File: src/rtl/pt_pkg.sv
// Shared PT2262 definitions: FSM states, pulse-width classes and alpha ratios.
// pt_enc reuses HALF_BITS and the *_A ratios.
package pt_pkg;

   typedef enum logic [2:0] {IDLE, WAIT_H, HIGH, LOW, SYNC_H, SYNC_L} state_t;
   typedef enum logic [1:0] {W_GLITCH, W_SHORT, W_LONG, W_OVER} width_t;

   localparam int HALF_BITS   = 24;
   localparam int SHORT_MIN_A = 2;
   localparam int LONG_MIN_A  = 8;
   localparam int LONG_MAX_A  = 16;

   // Pulse width w is in clk cycles; alpha is clk cycles per encoder alpha.
   function automatic width_t classify(input logic [31:0] w, input int alpha);
      if (w < 32'(SHORT_MIN_A * alpha)) return W_GLITCH;
      if (w < 32'(LONG_MIN_A * alpha))  return W_SHORT;
      if (w <= 32'(LONG_MAX_A * alpha)) return W_LONG;
      return W_OVER;
   endfunction

endpackage

File: src/rtl/pt_sync.sv
// Two-flop synchronizer for the serial line plus registered rise/fall pulses.
// level, rise and fall all change on the same clock edge.
module pt_sync (
   input  logic clk,
   input  logic rst,
   input  logic d,
   output logic level,
   output logic rise,
   output logic fall
);

   logic meta;
   logic sync_q;

   always_ff @(posedge clk) begin
      if (rst) begin
         meta   <= 1'b0;
         sync_q <= 1'b0;
         level  <= 1'b0;
         rise   <= 1'b0;
         fall   <= 1'b0;
      end else begin
         meta   <= d;
         sync_q <= meta;
         level  <= sync_q;
         rise   <= sync_q & ~level;
         fall   <= ~sync_q & level;
      end
   end

endmodule

File: src/rtl/pt_dec.sv
// PT2262-style frame decoder: measures pulse widths and rebuilds a 24-bit word.
// Optional PT_DEC_CONFIRM_EN: publish a frame only when it repeats the previous one.
module pt_dec
   import pt_pkg::*;
#(
   parameter int ALPHA    = 4,
   parameter int SYNC_MIN = 64,
   parameter int CNT_W    = 10
) (
   input  logic                 clk,
   input  logic                 rst,
   input  logic                 d,
   output logic [HALF_BITS-1:0] ad,
   output logic                 valid,
   output logic                 err,
   output logic                 act
);

   localparam logic [CNT_W-1:0] SYNC_CNT = CNT_W'(SYNC_MIN * ALPHA);
   localparam logic [CNT_W-1:0] LOW_MAX  = CNT_W'(LONG_MAX_A * ALPHA);
   localparam logic [4:0]       LAST_BIT = 5'(HALF_BITS - 1);

   logic                 level, rise, fall;
   logic [CNT_W-1:0]     cnt;
   width_t               w_cls;
   state_t               state;
   logic [4:0]           bits;
   logic [HALF_BITS-1:0] sr;
   logic                 hi_long;
   logic                 accept;
   logic                 confirmed;

   pt_sync u_sync (
      .clk   (clk),
      .rst   (rst),
      .d     (d),
      .level (level),
      .rise  (rise),
      .fall  (fall)
   );

   // Width of the current level in clk cycles; the edge cycle itself counts as 1.
   always_ff @(posedge clk) begin
      if (rst)                cnt <= '0;
      else if (rise || fall)  cnt <= CNT_W'(1);
      else if (cnt != '1)     cnt <= cnt + CNT_W'(1);
   end

   assign w_cls  = classify(32'(cnt), ALPHA);
   assign accept = (state == SYNC_L) && (cnt >= SYNC_CNT);

`ifdef PT_DEC_CONFIRM_EN
   logic [HALF_BITS-1:0] ref_word;
   logic                 ref_ok;

   always_ff @(posedge clk) begin
      if (rst || err) ref_ok <= 1'b0;
      else if (accept) ref_ok <= 1'b1;
   end

   // NOTE: ref_word is storage qualified by ref_ok, so it needs no reset.
   always_ff @(posedge clk) begin
      if (accept) ref_word <= sr;
   end

   assign confirmed = ref_ok && (ref_word == sr);
`else
   assign confirmed = 1'b1;
`endif

   always_ff @(posedge clk) begin
      if (rst) begin
         state   <= IDLE;
         bits    <= '0;
         sr      <= '0;
         hi_long <= 1'b0;
         ad      <= '0;
         valid   <= 1'b0;
         err     <= 1'b0;
         act     <= 1'b0;
      end else begin
         valid <= 1'b0;
         err   <= 1'b0;
         case (state)
            IDLE: begin
               if (!level && cnt >= SYNC_CNT) state <= WAIT_H;
            end
            WAIT_H: begin
               if (rise) begin
                  state <= HIGH;
                  bits  <= '0;
                  act   <= 1'b1;
               end
            end
            HIGH: begin
               if (fall) begin
                  if (w_cls == W_SHORT || w_cls == W_LONG) begin
                     hi_long <= (w_cls == W_LONG);
                     state   <= LOW;
                  end else begin
                     err   <= 1'b1;
                     act   <= 1'b0;
                     state <= IDLE;
                  end
               end
            end
            LOW: begin
               if (rise) begin
                  // Only short-high/long-low (0) and long-high/short-low (1) are legal.
                  if ((!hi_long && w_cls == W_LONG) || (hi_long && w_cls == W_SHORT)) begin
                     sr    <= {sr[HALF_BITS-2:0], hi_long};
                     bits  <= bits + 5'd1;
                     state <= (bits == LAST_BIT) ? SYNC_H : HIGH;
                  end else begin
                     err   <= 1'b1;
                     act   <= 1'b0;
                     state <= IDLE;
                  end
               end else if (cnt > LOW_MAX) begin
                  err   <= 1'b1;
                  act   <= 1'b0;
                  state <= IDLE;
               end
            end
            SYNC_H: begin
               if (fall) begin
                  if (w_cls == W_SHORT) begin
                     state <= SYNC_L;
                  end else begin
                     err   <= 1'b1;
                     act   <= 1'b0;
                     state <= IDLE;
                  end
               end
            end
            SYNC_L: begin
               if (accept) begin
                  if (confirmed) begin
                     ad    <= sr;
                     valid <= 1'b1;
                  end
                  // A rise landing exactly on the threshold already starts the next frame.
                  bits  <= '0;
                  act   <= rise;
                  state <= rise ? HIGH : WAIT_H;
               end else if (rise) begin
                  err   <= 1'b1;
                  act   <= 1'b0;
                  state <= IDLE;
               end
            end
            default: begin
               act   <= 1'b0;
               state <= IDLE;
            end
         endcase
      end
   end

endmodule

File: config.mk
export PLATFORM = sky130hd
export DESIGN_NAME = pt_dec
export DESIGN_NICKNAME = d
export VERILOG_FILES = /design/src/rtl/pt_pkg.sv /design/src/rtl/pt_sync.sv /design/src/rtl/pt_dec.sv
export SDC_FILE = /design/constraint.sdc
export NUM_CORES = 1
export LEC_CHECK = 0
export ABC_CLOCK_PERIOD_IN_PS = 2100
export BUFFER_PORTS_ARGS = -buffer_cell sky130_fd_sc_hd__buf_2
export CAP_MARGIN = 20
export CORE_UTILIZATION = 45
export CTS_BUF_LIST = sky130_fd_sc_hd__clkbuf_16
export CTS_CLUSTER_DIAMETER = 120
export DETAILED_ROUTE_END_ITERATION = 6
export GPL_ROUTABILITY_DRIVEN = 0
export PLACE_DENSITY = 0.72
export SETUP_SLACK_MARGIN = 0.1
export SKIP_CTS_REPAIR_TIMING = 1
export SLEW_MARGIN = 0
export SYNTH_ARGS = -nofsm -noshare
export SYNTH_HDL_FRONTEND = slang
export SYNTH_SLANG_ARGS = --single-unit
File: constraint.sdc
create_clock -name clk -period 2.1 [get_ports clk]
set_input_delay 0.21 -clock clk [delete_from_list [all_inputs] [get_ports clk]]
set_output_delay 0.21 -clock clk [all_outputs]
set_load 0.05 [all_outputs]
==> flow_summary.toml <==
[worst_setup_path]
cp.buffers_inverters = 1
path_cells = "nor4_4 -> nand2_1 -> o21ai_1 -> and2_4 -> inv_2 -> ha_4 -> mux2_4 -> nand2_4 -> nor2_4 -> a32o_1 -> a31o_1"
cp.required_ns = 2.32
regToRegEndpoint = "state[2]"
critPathCaptureType = "flip-flop"
ff2ff_path_depth = 11
cpLargestDelayFamily = "simple AND/OR/NAND/NOR gates"
start_kind = "flip-flop"
critPathKind = "reg2reg"
crit_fanout = 6
max_stage_delay_ns = 0.33
r2r_start = "cnt[2]"
arrival_ns = 2.36
cp-startpoint = "cnt[2]"
r2r_slack_ns = -0.04
slowest_stage = "dfxtp_2"

[clocking]
clock_sinks = 75
cts_buffer_depth = 2
htreeDepth = 3
cts_buffers = 9
root_buffer = "clkbuf_16"
clk_pin_slew_worst_paths_ns = 0.06
cts_tree = "yes"
clk_latency_ns = 0.33

[power_and_ir_drop]
pwr_density_cell_nw_per_um2 = 696
p_leak_nw = 1.75
max-vdd-ir-drop_mv = 0.413

[die]
initial_core_util_pct = 46.7
die_x_um = 86.0
io_pins = 30
fp.coreArea_um2 = 6790
die_area_um2 = 7390
die_h_um = 86.0
row_count = 30

[sta]
drv_slew = 0
timing.slew.headroom_pct = 72.5
fmax_ghz = 0.467
min_period_over_period_pct = 102
tightest_slew_ns = 0.413
period_minus_slack_ns = 2.14
fin_skew_ns = 0.00717
holdWs_ns = 0.0902
setup_slack_ns = -0.0427
setup_tns_ns = -0.146
rsz0062_at_grt = "true"
final-hold-violation-count = 0
finalSetupViolCount = 8

[hold_path]
hold_end = "u_sync.meta"
hold_depth = 2
hold_path_class = "in2reg"
hp-start = "d"

[final_layout]
area_delta_synth_final_pct = 36.4
drive_gt1_share_pct = 35.1
n_antenna_cell = 0
multi_input_area_um2 = 1900
nFillCells = 534
ff_latch_area_um2 = 1500
design_area_um2 = 4330
fin_util_pct = 63.7
final_nets = 445

[synth]
synth_edf_count = 0
seq_area_frac_synth_pct = 47.3
ys_types = 49
yosys.area.top_type = "dfxtp_1"
synth_seq_cells = 75
synth_area_um2 = 3170
syn-num-nets = 399
yosysTopAreaCellShare_pct = 47.3
synthTopCellsByArea = "dfxtp_1 (47%), nand2_1 (12%), a21oi_1 (9.3%)"
async_reset_ff_share_pct = 0
synth_ff_type = "dfxtp_1"
syn_avg_cell_area_um2 = 8.12
ys_warn_count = 0
synthCells = 391

[job]
cap_viol_max_count = 0

[route]
wl_mm = 7.61
ant_nets = 0
wl_per_cell_um = 14.2
routed_via_density = 5.31
num_vias = 2849
dr.pass1.iters = 4
drtIter0Drc = 152
route.detailed.drc = 0

[global_route]
grt_pass1_vias = 2644
grt_pass1_wl_mm = 11.5
grt_max_degree = 33
grt.overflow.total = 0
track_usage_pct = 19.5
antenna_found_initial = 0

[run_status]
outcome = "finished with violations"
failed_checks = "setup timing"

[placed_design]
portBuffers = 29
hpwl_mm = 4.54
placed_area_um2 = 3610
area by class of cell:
type	count	area share [%]
clock buffers	9	5.21
clock inverters	6	1.50
inverters	4	0.347
multi-input cells	286	44.0
flip-flops and latches	75	34.7
well taps	96	2.78
repair buffers	61	11.4
worst max path at each step:
stage	to	slack, ns	cells past startpoint
6_report	state[2]	-0.04	11
5_1_grt	state[2]	-0.16	11
4_1_cts	state[2]	-0.08	11
3_5_place_dp	state[2]	-0.07	11
3_3_place_gp	state[2]	-0.02	11
2_1_floorplan	act	-0.04	9
synthesized netlist by cell type, types with 2 or more instances:
library cell and count:
nand2_1 105, mux2i_1 3, nand2b_1 7, ha_1 5
nand4_1 3, xnor2_1 7, a31oi_1 4, buf_2 14
o21ai_0 3, xor2_1 2, mux2_2 2, dfxtp_1 75
nor2_1 23, nand3b_1 2, inv_1 4, a21o_1 2
a31o_1 2, buf_6 2, nor3_1 10, a21oi_1 59
nor3b_1 6, clkbuf_1 10, nor2b_1 5, nand3_1 4
or3_1 4, and3_1 3, nor4_1 3
worst register-to-register path, cell delays in order, from the launching register on:
cell and delay [ns]:
dfxtp_2 0.33, nor4_4 0.29, nand2_1 0.07, o21ai_1 0.09, and2_4 0.17, inv_2 0.04, ha_4 0.14, mux2_4 0.30
nand2_4 0.10, nor2_4 0.07, a32o_1 0.24, a31o_1 0.19
metrics by stage:
step	power (W)	setup WS, ns	cells
after floorplan	0.00151	-0.0383	391
after global placement	0.00153	-0.0197	516
after detailed placement	0.00153	-0.0692	516
after CTS	0.00302	-0.0807	531
after global routing	0.00310	-0.165	537
final	0.00301	-0.0427	537
placed cells by master (no fill, tap or decap), types with 4 or more instances in the layout:
cell type / n
nand2_1: 77
dfxtp_1: 74
a21oi_1: 35
buf_2: 29
a21oi_2: 25
nor2_1: 23
buf_4: 23
nand2_4: 17
nand2_2: 11
clkbuf_16: 11
nor3_1: 9
xnor2_1: 7
nand2b_1: 6
nor3b_1: 6
nor2b_1: 5
buf_12: 5
a31oi_1: 4
per-layer routing:
metal / global-route usage, % / up-vias / share of wire, %
li1: - / 1411 / -
met1: 24.7 / 1354 / 46
met2: 31.2 / 66 / 48
met3: 3.75 / 18 / 3.5
met4: 10.9 / 0 / 2.7
met5: 0 / - / 0
logic make-up after synthesis:
logic type / Yosys count / synth area share [%]
xor+xnor: 9 / 2.48
simple gates: 184 / 26.8
buf+inv: 30 / 4.57
compound gates: 82 / 14.8
mux: 6 / 2.01
fa+ha+maj: 5 / 1.97
flops: 75 / 47.3
state kept, by name, summed over array words and instances, names as in the netlist:
signal,cells
sr,24
u_sync.rise,1
hi_long,1
cnt,10
act,1
u_sync.sync_q,1
u_sync.level,1
bits,5
u_sync.meta,1
err,1
valid,1
ad,24
state,3
u_sync.fall,1
power breakdown:
part           switching [W]  internal (W)
Clock               0.000584      0.000914
Sequential        0.00000768       0.00143
Combinational      0.0000466     0.0000280
Total               0.000638       0.00237
No activity file was read; power rests on OpenSTA's default activity.
